==> src/rtl/cond_pkg.sv <==
// Shared constants for the Execute-stage condition unit: condition codes,
// flag bit positions and FlagWrite enable positions.
package cond_pkg;

   localparam int unsigned FLAG_W = 5;
   localparam int unsigned COND_W = 4;

   localparam logic [COND_W-1:0] COND_EQ = 4'b0000;
   localparam logic [COND_W-1:0] COND_NE = 4'b0001;
   localparam logic [COND_W-1:0] COND_CS = 4'b0010;
   localparam logic [COND_W-1:0] COND_CC = 4'b0011;
   localparam logic [COND_W-1:0] COND_MI = 4'b0100;
   localparam logic [COND_W-1:0] COND_PL = 4'b0101;
   localparam logic [COND_W-1:0] COND_VS = 4'b0110;
   localparam logic [COND_W-1:0] COND_VC = 4'b0111;
   localparam logic [COND_W-1:0] COND_HI = 4'b1000;
   localparam logic [COND_W-1:0] COND_LS = 4'b1001;
   localparam logic [COND_W-1:0] COND_GE = 4'b1010;
   localparam logic [COND_W-1:0] COND_LT = 4'b1011;
   localparam logic [COND_W-1:0] COND_GT = 4'b1100;
   localparam logic [COND_W-1:0] COND_LE = 4'b1101;
   localparam logic [COND_W-1:0] COND_AL = 4'b1110;
   localparam logic [COND_W-1:0] COND_NV = 4'b1111;

   localparam int unsigned FLAG_N = 4;
   localparam int unsigned FLAG_Z = 3;
   localparam int unsigned FLAG_C = 2;
   localparam int unsigned FLAG_V = 1;
   localparam int unsigned FLAG_Q = 0;

   localparam int unsigned FW_NZ = 1;
   localparam int unsigned FW_CV = 0;

endpackage

==> src/rtl/cond_unit_if.sv <==
// Execute-stage control bundle between the pipeline datapath (master) and
// the condition unit (slave).
interface cond_unit_if;
   import cond_pkg::*;

   logic [COND_W-1:0] CondE;
   logic [FLAG_W-1:0] ALUFlags;
   logic [1:0]        FlagWriteE;
   logic              QWriteE;
   logic              QClrE;
   logic              ValidE;
   logic              StallE;
   logic              RegWriteE;
   logic              MemWriteE;
   logic              PCSrcE;
   logic              CondExE;
   logic              RegWriteGE;
   logic              MemWriteGE;
   logic              PCSrcGE;
   logic [FLAG_W-1:0] FlagsQ;

   modport master (
      output CondE, ALUFlags, FlagWriteE, QWriteE, QClrE, ValidE, StallE,
             RegWriteE, MemWriteE, PCSrcE,
      input  CondExE, RegWriteGE, MemWriteGE, PCSrcGE, FlagsQ
   );

   modport slave (
      input  CondE, ALUFlags, FlagWriteE, QWriteE, QClrE, ValidE, StallE,
             RegWriteE, MemWriteE, PCSrcE,
      output CondExE, RegWriteGE, MemWriteGE, PCSrcGE, FlagsQ
   );

endinterface

==> src/rtl/cond_check.sv <==
// Combinational condition-field evaluator against an NZCV nibble; shared with
// the decode-stage branch predictor.
module cond_check
   import cond_pkg::*;
(
   input  logic [COND_W-1:0] CondE,
   input  logic [3:0]        NZCV,
   output logic              condpass
);

   logic n, z, c, v;

   assign n = NZCV[3];
   assign z = NZCV[2];
   assign c = NZCV[1];
   assign v = NZCV[0];

   always_comb begin
      condpass = 1'b1;
      case (CondE)
         COND_EQ: condpass = z;
         COND_NE: condpass = ~z;
         COND_CS: condpass = c;
         COND_CC: condpass = ~c;
         COND_MI: condpass = n;
         COND_PL: condpass = ~n;
         COND_VS: condpass = v;
         COND_VC: condpass = ~v;
         COND_HI: condpass = c & ~z;
         COND_LS: condpass = ~c | z;
         COND_GE: condpass = (n == v);
         COND_LT: condpass = (n != v);
         COND_GT: condpass = ~z & (n == v);
         COND_LE: condpass = z | (n != v);
         COND_AL: condpass = 1'b1;
         COND_NV: condpass = 1'b1;
         default: condpass = 1'b1;
      endcase
   end

endmodule

==> src/rtl/cond_unit.sv <==
// Execute-stage condition unit: holds NZCV plus sticky Q, gates the
// instruction's writes on its condition and commits flags one cycle later.
module cond_unit
   import cond_pkg::*;
(
   input logic         clk,
   input logic         reset,
   cond_unit_if.slave  bus
);

   logic [FLAG_W-1:0] flags_q;
   logic [FLAG_W-1:0] flags_d;
   logic              condpass;
   logic              condex;
   logic              upd;
   logic              q_set;
   logic              q_clr;

   cond_check u_cond_check (
      .CondE    (bus.CondE),
      .NZCV     (flags_q[FLAG_N:FLAG_V]),
      .condpass (condpass)
   );

   assign condex         = condpass & bus.ValidE;
   assign upd            = condex & ~bus.StallE;
   assign bus.CondExE    = condex;
   assign bus.RegWriteGE = bus.RegWriteE & condex;
   assign bus.MemWriteGE = bus.MemWriteE & condex;
   assign bus.PCSrcGE    = bus.PCSrcE & condex;
   assign bus.FlagsQ     = flags_q;

   // Q is sticky: set dominates an explicit clear issued in the same cycle.
   assign q_set = bus.QWriteE & upd & bus.ALUFlags[FLAG_Q];
   assign q_clr = bus.QClrE & upd;

   always_comb begin
      flags_d = flags_q;
      if (upd && bus.FlagWriteE[FW_NZ]) begin
         flags_d[FLAG_N] = bus.ALUFlags[FLAG_N];
         flags_d[FLAG_Z] = bus.ALUFlags[FLAG_Z];
      end
      if (upd && bus.FlagWriteE[FW_CV]) begin
         flags_d[FLAG_C] = bus.ALUFlags[FLAG_C];
         flags_d[FLAG_V] = bus.ALUFlags[FLAG_V];
      end
      if (q_set) begin
         flags_d[FLAG_Q] = 1'b1;
      end else if (q_clr) begin
         flags_d[FLAG_Q] = 1'b0;
      end
   end

   always_ff @(posedge clk or posedge reset) begin
      if (reset) begin
         flags_q <= '0;
      end else begin
         flags_q <= flags_d;
      end
   end

endmodule

==> src/flat_wrapper.sv <==
// flat-port wrapper written by rule: the top's interface ports become plain ports
module cond_unit_flat import cond_pkg::*;
  (clk, reset, bus_CondE, bus_ALUFlags, bus_FlagWriteE, bus_QWriteE, bus_QClrE, bus_ValidE, bus_StallE, bus_RegWriteE, bus_MemWriteE, bus_PCSrcE, bus_CondExE, bus_RegWriteGE, bus_MemWriteGE, bus_PCSrcGE, bus_FlagsQ);
  cond_unit_if bus_i ();
  input logic clk;
  input logic reset;
  input wire logic [$bits(bus_i.CondE)-1:0] bus_CondE;
  input wire logic [$bits(bus_i.ALUFlags)-1:0] bus_ALUFlags;
  input wire logic [$bits(bus_i.FlagWriteE)-1:0] bus_FlagWriteE;
  input wire logic [$bits(bus_i.QWriteE)-1:0] bus_QWriteE;
  input wire logic [$bits(bus_i.QClrE)-1:0] bus_QClrE;
  input wire logic [$bits(bus_i.ValidE)-1:0] bus_ValidE;
  input wire logic [$bits(bus_i.StallE)-1:0] bus_StallE;
  input wire logic [$bits(bus_i.RegWriteE)-1:0] bus_RegWriteE;
  input wire logic [$bits(bus_i.MemWriteE)-1:0] bus_MemWriteE;
  input wire logic [$bits(bus_i.PCSrcE)-1:0] bus_PCSrcE;
  output wire logic [$bits(bus_i.CondExE)-1:0] bus_CondExE;
  output wire logic [$bits(bus_i.RegWriteGE)-1:0] bus_RegWriteGE;
  output wire logic [$bits(bus_i.MemWriteGE)-1:0] bus_MemWriteGE;
  output wire logic [$bits(bus_i.PCSrcGE)-1:0] bus_PCSrcGE;
  output wire logic [$bits(bus_i.FlagsQ)-1:0] bus_FlagsQ;
  assign bus_i.CondE = bus_CondE;
  assign bus_i.ALUFlags = bus_ALUFlags;
  assign bus_i.FlagWriteE = bus_FlagWriteE;
  assign bus_i.QWriteE = bus_QWriteE;
  assign bus_i.QClrE = bus_QClrE;
  assign bus_i.ValidE = bus_ValidE;
  assign bus_i.StallE = bus_StallE;
  assign bus_i.RegWriteE = bus_RegWriteE;
  assign bus_i.MemWriteE = bus_MemWriteE;
  assign bus_i.PCSrcE = bus_PCSrcE;
  assign bus_CondExE = bus_i.CondExE;
  assign bus_RegWriteGE = bus_i.RegWriteGE;
  assign bus_MemWriteGE = bus_i.MemWriteGE;
  assign bus_PCSrcGE = bus_i.PCSrcGE;
  assign bus_FlagsQ = bus_i.FlagsQ;
  cond_unit u_core (.clk(clk), .reset(reset), .bus(bus_i));
endmodule
==> config.mk <==
export PLATFORM = sky130hd
export DESIGN_NAME = cond_unit_flat
export DESIGN_NICKNAME = d
export VERILOG_FILES = /design/src/rtl/cond_pkg.sv /design/src/rtl/cond_unit_if.sv /design/src/rtl/cond_check.sv /design/src/rtl/cond_unit.sv /design/src/flat_wrapper.sv
export SDC_FILE = /design/constraint.sdc
export NUM_CORES = 1
export LEC_CHECK = 0
export BUFFER_PORTS_ARGS = -buffer_cell sky130_fd_sc_hd__buf_4
export CAP_MARGIN = 20
export CORE_AREA = 2 2 39 41
export CTS_BUF_LIST = sky130_fd_sc_hd__clkbuf_8
export CTS_CLUSTER_SIZE = 8
export DETAILED_ROUTE_END_ITERATION = 8
export DIE_AREA = 0 0 41 43
export GPL_TIMING_DRIVEN = 0
export PLACE_DENSITY = 0.63
export SLEW_MARGIN = 20
export SYNTH_ARGS = -nofsm -noshare
export SYNTH_HDL_FRONTEND = slang
export SYNTH_HIERARCHICAL = 1
export SYNTH_SLANG_ARGS = --single-unit
==> constraint.sdc <==
create_clock -name clk -period 3.2 [get_ports clk]
set_input_delay 0.64 -clock clk [delete_from_list [all_inputs] [get_ports clk]]
set_output_delay 0.64 -clock clk [all_outputs]
set_load 0.1 [all_outputs]
==> flow_metrics.env, run 1 <==
export IMPL_crit_required_ns=2.56
export IMPL_routedWlPerCell_um=11.2
export IMPL_slew_headroom_pct=67.3
export IMPL_critPathKind="in2out"
export IMPL_p_comb_share_pct=67.4
export IMPL_p_leak_nw=0.349
export IMPL_final_cell_area_um2=707
export IMPL_drive_gt1_share_pct=53.8
export IMPL_worstPathArrival_ns=2.28
export IMPL_cts_inserted_buffers=3
export IMPL_synth_distinct_cells=29
export IMPL_place_area_um2=662
export IMPL_rsz0062_at_grt="no"
export IMPL_clockRootBuffer="clkbuf_8"
export IMPL_routed_wl_um=1060
export IMPL_start_util_pct=32.3
export IMPL_antenna_cells=0
export IMPL_overflow=0
export IMPL_finalSetupViolations=0
export IMPL_max_freq_ghz=0.343
export IMPL_grtUsageTotal_pct=16.0
export IMPL_dpl_cell_count=90
export IMPL_critPathLaunchType="primary input"
export IMPL_cts_setup_buffers=0
export IMPL_syn_area_um2=447
export IMPL_end_kind="output pin"
export IMPL_htreeDepth=1
export IMPL_dp_slack_ns=0.295
export IMPL_antenna_found_initial=0
export IMPL_hold_path_class="in2async"
export IMPL_dieWidth_um=41
export IMPL_status="complete, no violations"
export IMPL_peakVddDrop_uv=602
export IMPL_die_y_um=43
export IMPL_cp_max_fo=8
export IMPL_cts_path_max_buffers=2
export IMPL_synth_top_area_share_pct=28.0
export IMPL_finalPower_uw=775
export IMPL_maxSlewViolCount=0
export IMPL_min_period_over_period_pct=91.2
export IMPL_clkPwrFrac_pct=14.6
export IMPL_hold_violations=0
export IMPL_p_seq_share_pct=18.0
export IMPL_clkLatencyLatePin_ns=0.22
export IMPL_ant_nets=0
export IMPL_switching_share_pct=58.3
export IMPL_skew_ns=0.000598
export IMPL_yosys_warnings=6
export IMPL_cts_hold_buf=0
export IMPL_dieArea_mm2=0.00176
export IMPL_syn_nets=68
export IMPL_cts_sinks=5
export IMPL_vias=473
export IMPL_largest_register_ffs=5
export IMPL_drc=0
export IMPL_portBuffers=26
export IMPL_fin_crit_ns=2.92
export IMPL_fin_setup_tns_ns=0
export IMPL_switchingPower_uw=452
export IMPL_grt_pass1_wl_um=1930
export IMPL_worst_slack_ns=0.281
export IMPL_viasPerCell=5.03
export IMPL_rr_worst_depth=7
export IMPL_endpoint="bus_MemWriteGE"
export IMPL_utilization_pct=51.1
export IMPL_grt_max_degree=11
export IMPL_yosysTopAreaCell="dfrtp_1"
export IMPL_power_density_mw_per_mm2=1100
export IMPL_synth_seq_area_share_pct=28.0
export IMPL_worstMarginPinSlew_ns=0.487
export IMPL_clkTransAtPathRegs_ns=0.03
export IMPL_final_cells=94
export IMPL_cts_resized=0
export IMPL_final_nets=99
export IMPL_r2r_start="u_core/bus.FlagsQ[1]"
export IMPL_hold_ws_ns=0.314
export IMPL_worst_r2r_setup_slack_ns=1.14
export IMPL_cts_tree="built"
export IMPL_cell_internal_pwr_uw=323
export IMPL_grt_pass1_vias=467
export IMPL_ios=29
export IMPL_globalplace_congestion=0.652
export IMPL_fp_row_count=14
export IMPL_drt_iter0_markers=4
export IMPL_core_area_mm2=0.00138
export IMPL_synth_top_cells_by_area="dfrtp_1 (28%), mux2_2 (10%), nand4b_1 (5.9%), xnor2_1 (5.9%), and3_2 (5.0%)"
export IMPL_drtPass1Iterations=4
export IMPL_maxCapViolCount=0
export IMPL_synthCells=48
export IMPL_ys_ff_latch=5
export IMPL_crit_start="bus_CondE[0]"
export IMPL_synthToLayoutAreaGrowth_pct=58.3
export IMPL_postSynthAreaPerCell_um2=9.31
export IMPL_r2r_end="u_core/bus.FlagsQ[4]"
## routing by layer
layer	part of all wire, %	GRT usage [%]
met3	3.7	1.57
met5	0	0
met1	44	20.8
met4	2.6	10.0
met2	50	24.1
## power by group through the flow
stage	combinational (mW)	sequential (mW)	clock [mW]
global placement	0.520	0.140	0
global route	0.547	0.149	0.120
floorplan	0.187	0.366	0
detailed placement	0.523	0.141	0
CTS	0.523	0.141	0.117
finish	0.522	0.140	0.113
## cell usage after synthesis
cell type / count
dfrtp_1: 5
mux2_2: 4
a21oi_1: 3
and3_2: 3
nand4b_1: 3
xnor2_1: 3
and3b_1: 2
nand2_1: 2
nor2_1: 2
nor2b_1: 2
a221o_2: 1
a22oi_1: 1
a22oi_2: 1
a311oi_1: 1
and2_2: 1
and2b_1: 1
and3_1: 1
buf_4: 1
buf_6: 1
inv_1: 1
inv_2: 1
nand2b_1: 1
nand4_1: 1
o21ai_0: 1
o21ai_1: 1
o22ai_1: 1
o2bb2ai_1: 1
or4_1: 1
xor2_1: 1
## worst min path at each step
stage | startpoint | end | cells after the start
6_report | reset | u_core/bus.FlagsQ[2] | 2
3_3_place_gp | u_core/bus.FlagsQ[0] | u_core/bus.FlagsQ[0] | 1
4_1_cts | reset | u_core/bus.FlagsQ[2] | 2
3_5_place_dp | u_core/bus.FlagsQ[0] | u_core/bus.FlagsQ[0] | 1
2_1_floorplan | reset | u_core/bus.FlagsQ[0] | 1
5_1_grt | reset | u_core/bus.FlagsQ[2] | 2
## critical path, stage by stage
cell	delay, ns
buf_6	0.11
xor2_1	0.16
or4_1	0.40
nand2_1	0.09
a22oi_1	0.06
o21ai_1	0.28
and3_2	0.27
buf_4	0.28
## final cells by class
type	instances	area (um^2)
sequential	5	125
fill	145	677
multi-input combinational	39	295
clock inverter	1	3.75
tap	16	20.0
buffer	2	18.8
inverter	2	7.51
timing repair buffer	26	195
clock buffer	3	41.3
## placed cells by master (no fill, tap or decap), drive strengths merged
cell | netlist | layout
buf | 2 | 28
dfrtp | 5 | 5
mux2 | 4 | 4
and3 | 4 | 4
clkbuf | 0 | 3
nand4b | 3 | 3
a21oi | 3 | 3
xnor2 | 3 | 3
inv | 2 | 3
nor2 | 2 | 2
nor2b | 2 | 2
nand2 | 2 | 2
and3b | 2 | 2
a22oi | 2 | 2
o21ai | 2 | 2
nand4 | 1 | 1
o2bb2ai | 1 | 1
and2 | 1 | 1
o22ai | 1 | 1
nand2b | 1 | 1
a221o | 1 | 1
a311oi | 1 | 1
and2b | 1 | 1
xor2 | 1 | 1
or4 | 1 | 1
## logic make-up after synthesis
family / synth area share, %
AND/OR/NAND/NOR: 30.3
AO/OA/AOI/OAI: 17.9
flip-flops: 28.0
XOR/XNOR: 7.84
multiplexers: 10.1
buffers and inverters: 5.88
(Power assumes the default switching activity.)
==> inputs of run 2 (changes only) <==
--- a/config.mk
+++ b/config.mk
@@ -7,13 +7,13 @@
 export LEC_CHECK = 0
 export BUFFER_PORTS_ARGS = -buffer_cell sky130_fd_sc_hd__buf_4
 export CAP_MARGIN = 20
-export CORE_AREA = 2 2 39 41
+export CORE_AREA = 2 2 42 44
 export CTS_BUF_LIST = sky130_fd_sc_hd__clkbuf_8
 export CTS_CLUSTER_SIZE = 8
 export DETAILED_ROUTE_END_ITERATION = 8
-export DIE_AREA = 0 0 41 43
+export DIE_AREA = 0 0 44 46
 export GPL_TIMING_DRIVEN = 0
-export PLACE_DENSITY = 0.63
+export PLACE_DENSITY = 0.55
 export SLEW_MARGIN = 20
 export SYNTH_ARGS = -nofsm -noshare
 export SYNTH_HDL_FRONTEND = slang
==> run 2 against run 1 <==
Compared with the run above: die area increased by 15%; largest power group unchanged; worst hold slack improved by 0.0070 ns; worst setup slack improved by 0.015 ns; design area increased by 0.18%; clock power decreased by 4%.
==> flow_metrics.env, run 2 (synthesis results as in run 1) <==
export IMPL_rr_worst_depth=7
export IMPL_antenna_found_initial=0
export IMPL_worst_slack_ns=0.296
export IMPL_final_common_cell="buf_4"
export IMPL_min_period_over_period_pct=90.7
export IMPL_vias=460
export IMPL_grtUsageTotal_pct=12.1
export IMPL_clockRootBuffer="clkbuf_8"
export IMPL_cts_hold_buf=0
export IMPL_maxSlewViolCount=0
export IMPL_power_density_mw_per_mm2=1090
export IMPL_drt_iter0_markers=2
export IMPL_critPathLaunchType="primary input"
export IMPL_routed_wl_um=1100
export IMPL_peakVddDrop_uv=481
export IMPL_clkLatencyLatePin_ns=0.21
export IMPL_globalplace_congestion=0.732
export IMPL_rsz0062_at_grt="no"
export IMPL_place_area_um2=663
export IMPL_dp_slack_ns=0.282
export IMPL_grt_max_degree=11
export IMPL_clkTransAtPathRegs_ns=0.03
export IMPL_ios=29
export IMPL_final_nets=99
export IMPL_cts_path_max_buffers=2
export IMPL_cts_sinks=5
export IMPL_grt_pass1_wl_um=1840
export IMPL_viasPerCell=4.84
export IMPL_fill_cells=167
export IMPL_drc=0
export IMPL_antenna_cells=0
export IMPL_layout_common_cells="buf_4 (27), dfrtp_1 (5), mux2_2 (4)"
export IMPL_cp_max_fo=8
export IMPL_worstMarginPinSlew_ns=0.479
export IMPL_max_freq_ghz=0.344
export IMPL_fp_row_count=15
export IMPL_htreeDepth=1
export IMPL_dieWidth_um=44
export IMPL_critPathKind="in2out"
export IMPL_p_leak_nw=0.349
export IMPL_dieArea_mm2=0.00202
export IMPL_largest_register_ffs=5
export IMPL_drtPass1Iterations=2
export IMPL_cts_tree="built"
export IMPL_hold_path_class="in2async"
export IMPL_dp_hpwl_um=920
export IMPL_synthToLayoutAreaGrowth_pct=58.5
export IMPL_grt_pass1_vias=451
export IMPL_r2r_start="u_core/bus.FlagsQ[1]"
export IMPL_crit_required_ns=2.56
export IMPL_worst_r2r_setup_slack_ns=1.15
export IMPL_final_cell_area_um2=708
export IMPL_worstPathArrival_ns=2.26
export IMPL_skew_ns=0.000315
export IMPL_hold_violations=0
export IMPL_cts_inserted_buffers=3
export IMPL_slew_headroom_pct=67.9
export IMPL_fin_setup_tns_ns=0
export IMPL_end_kind="output pin"
export IMPL_cts_resized=0
export IMPL_start_util_pct=27.7
export IMPL_ant_nets=0
export IMPL_fin_crit_ns=2.90
export IMPL_overflow=0
export IMPL_finalSetupViolations=0
export IMPL_r2r_end="u_core/bus.FlagsQ[3]"
export IMPL_core_area_mm2=0.00161
export IMPL_portBuffers=26
export IMPL_drive_gt1_share_pct=53.8
export IMPL_routedWlPerCell_um=11.6
export IMPL_maxCapViolCount=0
export IMPL_die_y_um=46
export IMPL_cts_setup_buffers=0
export IMPL_status="complete, no violations"
==> run 2: cell counts in the layout (fill, tap and decap cells not counted) <==
Identical to the previous run, type by type.
==> run 2: stage by stage <==
step / instances / utilization, % / hold slack, ns / total power [mW]
after detailed placement: 91 / 41.1 / 0.486 / 0.669
after floorplan: 48 / - / 0.419 / 0.553
after global placement: 91 / 41.1 / 0.484 / 0.666
after CTS: 95 / 43.9 / 0.324 / 0.782
after global routing: 95 / 43.9 / 0.350 / 0.811
final: 95 / 43.9 / 0.321 / 0.773
==> run 2: worst max-delay path by stage <==
stage | start | end | cells after the start
floorplan | u_core/bus.FlagsQ[1] | bus_MemWriteGE | 6
global placement | bus_CondE[0] | bus_PCSrcGE | 8
detailed placement | bus_CondE[0] | bus_PCSrcGE | 8
CTS | bus_CondE[0] | bus_PCSrcGE | 8
global route | bus_CondE[0] | bus_RegWriteGE | 8
finish | bus_CondE[0] | bus_PCSrcGE | 8
==> run 2: power breakdown <==
part	switching (mW)	leakage (nW)	internal [mW]	total [mW]
Sequential	0.0447	0.0602	0.0956	0.140
Clock	0.0270	0.0269	0.0819	0.109
Combinational	0.378	0.261	0.145	0.523
==> run 2: cell type report <==
class                      instances  area [um^2]  share of cell area [%]
buffer                             2         18.8                    2.65
clock buffer                       3         41.3                    5.83
clock inverter                     1         3.75                   0.530
inverter                           2         7.51                    1.06
multi-input combinational         39          295                    41.7
sequential                         5          125                    17.7
tap                               17         21.3                    3.00
timing repair buffer              26          195                    27.6
==> run 2: critical path, stage by stage <==
cell	delay [ns]
buf_6	0.11
xor2_1	0.16
or4_1	0.40
nand2_1	0.08
a22oi_1	0.05
o21ai_1	0.27
and3_2	0.26
buf_4	0.28
==> run 2: layer usage <==
metal	track usage [%]	vias up	part of all wire [%]
li1	-	238	-
met1	14.1	215	42
met2	22.1	7	54
met3	1.59	0	3.8
met4	5.45	0	0
met5	0	-	0
==> inputs of run 3 (changes only) <==
==> constraint.sdc (replaced) <==
create_clock -name clk -period 2.8 [get_ports clk]
set_input_delay 0.56 -clock clk [delete_from_list [all_inputs] [get_ports clk]]
set_output_delay 0.56 -clock clk [all_outputs]
set_load 0.1 [all_outputs]
==> run 3 against run 2 <==
Compared with the run above: first-iteration DRC count grew to 3.5 times the previous value; critical path type unchanged; register-to-register slack worse by 0.26 ns; utilization is 0.54 points higher; combinational power is 16% higher; sequential share of layout area is 0.48 points higher.
==> flow_metrics.env, run 3 (synthesis results as in run 1) <==
export IMPL_cp_max_fo=8
export IMPL_vias=478
export IMPL_cts_tree="built"
export IMPL_slew_headroom_pct=78.9
export IMPL_grt_max_degree=11
export IMPL_status="complete, no violations"
export IMPL_ios=29
export IMPL_worst_path_max_delay_cell="or4_1"
export IMPL_largest_register_ffs=5
export IMPL_r2r_start="u_core/bus.FlagsQ[1]"
export IMPL_grt_pass1_vias=400
export IMPL_p_leak_nw=0.346
export IMPL_clkLatencyLatePin_ns=0.22
export IMPL_finalSetupViolations=0
export IMPL_worstMarginPinSlew_ns=0.316
export IMPL_worstPathArrival_ns=2.05
export IMPL_cts_hold_buf=0
export IMPL_globalplace_congestion=0.748
export IMPL_core_area_mm2=0.00161
export IMPL_rsz0062_at_grt="no"
export IMPL_viasPerCell=5.03
export IMPL_antenna_cells=0
export IMPL_hold_violations=0
export IMPL_busiest_layer="met2"
export IMPL_end_kind="output pin"
export IMPL_cp_num_buf_inv=2
export IMPL_skew_ns=0.0000609
export IMPL_drtPass1Iterations=4
export IMPL_max_freq_ghz=0.382
export IMPL_met2_usage_pct=20.6
export IMPL_met3_usage_pct=1.19
export IMPL_power_density_mw_per_mm2=1250
export IMPL_crit_start="bus_CondE[0]"
export IMPL_cts_inserted_buffers=3
export IMPL_dp_hpwl_um=915
export IMPL_htreeDepth=1
export IMPL_clkTransAtPathRegs_ns=0.03
export IMPL_fill_cells=167
export IMPL_cts_setup_buffers=0
export IMPL_drt_iter0_markers=7
export IMPL_maxSlewViolCount=0
export IMPL_peakVddDrop_uv=486
export IMPL_crit_chain="buf_6, xor2_1, or4_1, nand2_1, a22oi_1, o21ai_2, and3_2, buf_4"
export IMPL_maxCapViolCount=0
export IMPL_cts_path_max_buffers=2
export IMPL_max_stage_delay_ns=0.39
export IMPL_drive_gt1_share_pct=60.3
export IMPL_routedWlPerCell_um=12.0
export IMPL_die_y_um=46
export IMPL_synthToLayoutAreaGrowth_pct=60.5
export IMPL_place_area_um2=668
export IMPL_final_common_cell="buf_4"
export IMPL_final_nets=99
export IMPL_antenna_found_initial=0
export IMPL_routed_wl_um=1140
export IMPL_drc=0
export IMPL_path_delay_family="simple AND/OR/NAND/NOR gates"
export IMPL_ant_nets=0
export IMPL_grt_use_met1_pct=13.4
export IMPL_dieArea_mm2=0.00202
export IMPL_clockRootBuffer="clkbuf_8"
export IMPL_critPathLaunchType="primary input"
export IMPL_cts_sinks=5
export IMPL_dieWidth_um=44
export IMPL_fin_crit_ns=2.61
export IMPL_fin_setup_tns_ns=0
export IMPL_portBuffers=26
export IMPL_start_util_pct=27.7
export IMPL_cts_resized=0
export IMPL_crit_required_ns=2.24
export IMPL_overflow=0
export IMPL_grtUsageTotal_pct=11.6
export IMPL_fp_row_count=15
export IMPL_min_period_over_period_pct=93.4
export IMPL_critPathKind="in2out"
export IMPL_final_cell_area_um2=717
export IMPL_hold_path_class="in2async"
export IMPL_grt_pass1_wl_um=1700
export IMPL_layout_common_cells="buf_4 (27), mux2_2 (4), dfrtp_2 (4)"
==> run 3: final timing paths <==
| path | slack (ns) | to | cells past startpoint |
|---|---|---|---|
| max | 0.19 | bus_RegWriteGE | 8 |
| min | 0.24 | u_core/bus.FlagsQ[0] | 2 |
| max reg2reg | 0.89 | u_core/bus.FlagsQ[3] | 7 |
| min reg2reg | 0.48 | u_core/bus.FlagsQ[0] | 1 |
| max in group asynchronous | 2.38 | u_core/bus.FlagsQ[3] | 2 |
| min in group clk | 0.48 | u_core/bus.FlagsQ[0] | 1 |
==> run 3: per-stage QoR <==
stage          setup slack (ns)  hold slack (ns)  utilization, %  total power [mW]  std cells
6_report                  0.186            0.240            44.4             0.897         95
2_1_floorplan             0.121            0.338               -             0.637         48
4_1_cts                  0.0460            0.243            44.2             0.901         95
3_3_place_gp             0.0656            0.472            41.4             0.768         91
5_1_grt                  0.0512            0.259            44.4             0.939         95
3_5_place_dp             0.0461            0.474            41.4             0.772         91
==> run 3: power breakdown <==
| group | switching (mW) | leakage (nW) | internal (mW) |
|---|---|---|---|
| clock | 0.0313 | 0.0269 | 0.0936 |
| combinational | 0.437 | 0.263 | 0.168 |
| sequential | 0.0517 | 0.0559 | 0.115 |
==> run 3: layout make-up <==
type                       count  area [um^2]  share of cell area, %
multi-input combinational     39          299                   41.7
timing repair buffer          26          195                   27.2
sequential                     5          130                   18.2
clock buffer                   3         41.3                   5.76
tap                           17         21.3                   2.97
buffer                         2         18.8                   2.62
inverter                       2         7.51                   1.05
clock inverter                 1         3.75                  0.524
==> run 3: worst reg2reg max path, delay by kind of cell, from the launching register on <==
family	cells	cell delay, ns
flip-flops	1	0.42
XOR/XNOR	1	0.15
AND/OR/NAND/NOR	3	0.68
AO/OA/AOI/OAI	2	0.23
multiplexers	1	0.31
==> run 3: layer usage <==
metal  routed length (um)  share of wire [%]  vias up
li1                     -                  -      241
met1                  476                 42      228
met2                  619                 54        9
met3                   48                4.2        0
met4                    0                  0        0
met5                    0                  0        -
